<file path="config.mk">
export PLATFORM = sky130hd
export DESIGN_NAME = mem_arbiter
export DESIGN_NICKNAME = d
export VERILOG_FILES = /design/src/rtl/configure_pkg.sv /design/src/rtl/mem_arbiter_buf.sv /design/src/rtl/mem_arbiter.sv
export SDC_FILE = /design/constraint.sdc
export NUM_CORES = 1
export LEC_CHECK = 0
export CORE_ASPECT_RATIO = 0.9
export CORE_MARGIN = 3
export CORE_UTILIZATION = 41
export CTS_CLUSTER_DIAMETER = 50
export DETAILED_ROUTE_END_ITERATION = 6
export PLACE_DENSITY = 0.81
export SYNTH_ARGS = -nofsm -noshare
export SYNTH_HDL_FRONTEND = slang
export SYNTH_SLANG_ARGS = --single-unit
</file>
<file path="constraint.sdc">
create_clock -name clk -period 1.7 [get_ports clk]
set_clock_uncertainty 0.1 [all_clocks]
set_input_delay 0.255 -clock clk [delete_from_list [all_inputs] [get_ports clk]]
set_output_delay 0.255 -clock clk [all_outputs]
set_load 0.005 [all_outputs]
</file>
<file path="src/rtl/configure_pkg.sv">
// configure: shared memory request/response bus types
package configure;
  typedef struct packed {
    logic        mem_valid;
    logic        mem_fence;
    logic        mem_instr;
    logic [31:0] mem_addr;
    logic [31:0] mem_wdata;
    logic [3:0]  mem_wstrb;
  } mem_in_type;
  typedef struct packed {
    logic        mem_ready;
    logic [31:0] mem_rdata;
  } mem_out_type;
endpackage

</file>
<file path="src/rtl/mem_arbiter_buf.sv">
// mem_arbiter_buf: one-entry request buffer, recaptures on the completing cycle
module mem_arbiter_buf
  import configure::*;
(
  input  logic       clk,
  input  logic       rst,
  input  mem_in_type req,
  input  logic       done,
  output mem_in_type q,
  output logic       nv
);
  typedef struct packed {
    logic        valid;
    logic        fence;
    logic        instr;
    logic [31:0] addr;
    logic [31:0] wdata;
    logic [3:0]  wstrb;
  } buf_t;
  buf_t b;
  logic take;
  assign take = req.mem_valid && (!b.valid || done);
  assign nv = take || (b.valid && !done);
  assign q = '{mem_valid: b.valid, mem_fence: b.fence, mem_instr: b.instr,
               mem_addr: b.addr, mem_wdata: b.wdata, mem_wstrb: b.wstrb};
  always_ff @(posedge clk)
    if (!rst) b <= '0;
    else if (take) b <= '{valid: 1'b1, fence: req.mem_fence, instr: req.mem_instr,
                          addr: req.mem_addr, wdata: req.mem_wdata, wstrb: req.mem_wstrb};
    else if (done) b.valid <= 1'b0;
endmodule

</file>
<file path="src/rtl/mem_arbiter.sv">
// mem_arbiter: merges instruction and data requests onto one memory bus
module mem_arbiter
  import configure::*;
#(
  parameter int arb_mode = 0
) (
  input  logic        clk,
  input  logic        rst,
  input  mem_in_type  imem_in,
  output mem_out_type imem_out,
  input  mem_in_type  dmem_in,
  output mem_out_type dmem_out,
  output mem_in_type  mem_in,
  input  mem_out_type mem_out
);
  localparam logic [1:0] idle = 2'd0, busy_i = 2'd1, busy_d = 2'd2;
  logic [1:0] state, state_n;
  logic last_d, sel, pi, pd, tie_d, nv_i, nv_d;
  mem_in_type iq, dq;
  mem_arbiter_buf u_ibuf (.clk, .rst, .req(imem_in), .done(state == busy_i && mem_out.mem_ready), .q(iq), .nv(nv_i));
  mem_arbiter_buf u_dbuf (.clk, .rst, .req(dmem_in), .done(state == busy_d && mem_out.mem_ready), .q(dq), .nv(nv_d));
  // on completion the decision looks at next-cycle buffer contents so a handover has no bubble
  always_comb begin
    sel = state == idle || mem_out.mem_ready;
    pi = state == idle ? iq.mem_valid : nv_i;
    pd = state == idle ? dq.mem_valid : nv_d;
    tie_d = arb_mode != 0 || !last_d;
    state_n = !sel ? state : pd && (!pi || tie_d) ? busy_d : pi ? busy_i : idle;
  end
  // last_d remembers only tie outcomes
  always_ff @(posedge clk)
    if (!rst) begin
      state <= idle;
      last_d <= 1'b0;
    end else begin
      state <= state_n;
      if (sel && pi && pd) last_d <= state_n == busy_d;
    end
  assign mem_in = rst && state == busy_i ? iq : rst && state == busy_d ? dq : '0;
  assign imem_out = rst && state == busy_i ? mem_out : '0;
  assign dmem_out = rst && state == busy_d ? mem_out : '0;
endmodule

</file>
==> flow_summary.toml <==
[worst_setup_path]
startpoint_type = "register"
cp.required_ns = 1.34
crit_fanout = 5
worst_r2r_path_depth = 6
cp.arrival_ns = 1.88
path_class = "register to primary output"
worst_setup_path_end_kind = "primary output"
reg2reg_setup_slack_ns = -0.04

[placed_design]
dp.cells = 1275
gp_congestion = 0.828
dpl.hpwl_um = 16300
dp_slack_ns = -0.851
portBuffers = 313

[layout]
nets = 1344
area_growth_pct = 77.6
fin_cells = 1384
drive_gt1_frac = 0.289
fillers = 1022

[clocking]
cts_buffers = 17
cts_root_buffer = "clkbuf_16"
cts_tree = "done"
cts_max_level = 4
cts.sink_count = 145
path_clk_slew_ns = 0.06
clock_latency_ns = 0.44
clockBufferDepth = 2
hold_buffers = 0

[drt]
vias = 7452
viasPerCell = 5.38
firstDrtPassIters = 7
ant_nets = 0
drcViolationCount = 0
routed_wl_um = 29300
post_drt_wl_per_cell_um = 21.2
dr.first_iter.drc_count = 547

[synth]
synth_area_leaders = "dfxtp_1 (45%), nand2_1 (17%), a21oi_1 (11%), a22o_1 (9.7%), and2_1 (6.4%)"
synth_seq_area_share = 0.453
synth_warnings = 0
synth_nets = 980
syn_area_um2 = 6410
syn_avg_cell_area_um2 = 7.98
synth_top_area_cell = "dfxtp_1"
synth.distinct_cells = 26
ys_ff_latch = 145
syn_inst = 803
synth_top_area_share = 0.453

[timing]
fin_setup_tns_ns = -56.83
fin_crit_ns = 2.23
maxSlewHeadroom = 0.352
setup_viol = 138
hold_viol = 0
worst_slack_ns = -0.531
maxClockFrequency_mhz = 448
worst_pin_slew_ns = 0.971
post-route-period-util = 1.31
slew_violations = 0
rsz0062_at_grt = "yes"

[run_status]
status = "finished, violations left"
violations = "setup timing"

[hold_path]
min_path_type = "input pin to register"
hold_depth = 3

[global_routing]
grt_max_degree = 89
gr-usage-all-layers = 0.306
grt_overflow = 0
grt_pass1_wl_um = 40500
antenna_found_initial = 6
grt_pass1_vias = 7256

[pwr]
finalPower_uw = 10100
powerDensity_nw_per_um2 = 889
power_leakage_uw = 0.00493
peakVddDrop_mv = 0.796

[floorplan]
die_x_um = 138
ios = 314
fp.dieH_um = 125
core_um2 = 15000
rows = 42
start_util = 0.428
dieArea_um2 = 17200

[flow_run]
max-cap-violations = 0
==> cell usage in the layout, fill, tap and decap left out, drive strengths merged <==
| cell | instances |
|---|---|
| diode | 6 |
| bufinv | 6 |
| inv | 1 |
| nand3b | 2 |
| o211a | 2 |
| nand2b | 3 |
| clkdlybuf4s15 | 1 |
| nor2b | 1 |
| nor3b | 1 |
| o21a | 1 |
| a311oi | 1 |
| buf | 229 |
| and2 | 67 |
| o21ai | 1 |
| dlygate4sd2 | 1 |
| o22ai | 1 |
| o211ai | 1 |
| clkdlybuf4s50 | 175 |
| a21boi | 2 |
| a21oi | 144 |
| a22o | 71 |
| a21bo | 2 |
| nand2 | 283 |
| mux2i | 1 |
| nor2 | 4 |
| clkbuf | 30 |
| dfxtp | 145 |
| clkinv | 4 |
==> cells by family after synthesis <==
family	share of synthesized area
and+or+nand+nor	0.246
AOI/OAI and AO/OA	0.227
DFF	0.453
buffers and inverters	0.0721
muxes	0.00156
==> layout make-up <==
type | instances | area [um2] | share of cell area
Timing Repair Buffer | 414 | 4290 | 0.377
Multi-Input combinational cell | 588 | 3230 | 0.284
Sequential cell | 145 | 2910 | 0.256
Clock buffer | 22 | 474 | 0.0417
Tap cell | 198 | 248 | 0.0218
Clock inverter | 10 | 204 | 0.0179
Antenna cell | 6 | 15.0 | 0.00132
Inverter | 1 | 6.26 | 0.000550
==> path summary, 6_finish.rpt <==
check / endpoint / startpoint
min: u_ibuf.q[67] / imem_in[67]
min reg2reg: u_ibuf.q[19] / u_ibuf.q[19]
max: mem_in[60] / state[1]
max reg2reg: u_dbuf.q[53] / state[0]
==> routing by layer <==
metal | global-route usage | wire, um | vias up
li1 | - | - | 3425
met1 | 0.329 | 10200 | 3490
met2 | 0.532 | 14400 | 413
met3 | 0.0953 | 2810 | 122
met4 | 0.156 | 1830 | 2
met5 | 0 | 9 | -
==> per-stage QoR <==
stage	hold slack, ns	utilization	cell area [um2]
after floorplan	0.272	-	6410
after global routing	0.271	0.760	11400
final	0.262	0.760	11400
after global placement	0.341	0.648	9710
after detailed placement	0.346	0.648	9710
after CTS	0.261	0.746	11200
==> cell usage after synthesis <==
cell type / instances
a21bo_2: 2
o21a_1: 1
and2_1: 66
and2_0: 1
a22o_1: 71
clkbuf_1: 23
a311oi_1: 1
buf_6: 21
o211ai_1: 1
nor3b_2: 1
nand2b_1: 3
nand3b_4: 2
buf_2: 21
o22ai_1: 1
mux2i_1: 1
o211a_1: 2
nor2b_1: 1
dfxtp_1: 145
a21boi_4: 2
buf_4: 4
nand2_1: 283
a21oi_1: 144
inv_2: 1
o21ai_0: 1
nor2_1: 3
nor2_2: 1
==> flip-flops by register name (all words and copies together), names as in the netlist <==
register / flops
u_ibuf.q: 71
u_dbuf.q: 71
last_d: 1
state: 2
==> timing repair <==
action	in CTS	in global routing
setup buffers	55	14
pin swaps	49	52
resized for setup	604	160
endpoints found under the setup margin	137	147
gates cloned	14	4
==> power breakdown <==
part	total, uW	internal (uW)	switching, uW	leakage [uW]
sequential	3750	3610	135	0.00119
combinational	2030	1160	879	0.00340
clock	4330	2860	1470	0.000334
total	10100	7630	2480	0.00493
==> critical path: stages, from the launching register on <==
cell      delay (ns)
dfxtp_2         0.35
nand2b_4        0.15
nor2_4          0.04
buf_12          0.13
buf_8           0.12
buf_12          0.12
buf_6           0.11
buf_6           0.10
a22o_1          0.19
buf_2           0.13
Power figures use the tool's default switching activity.
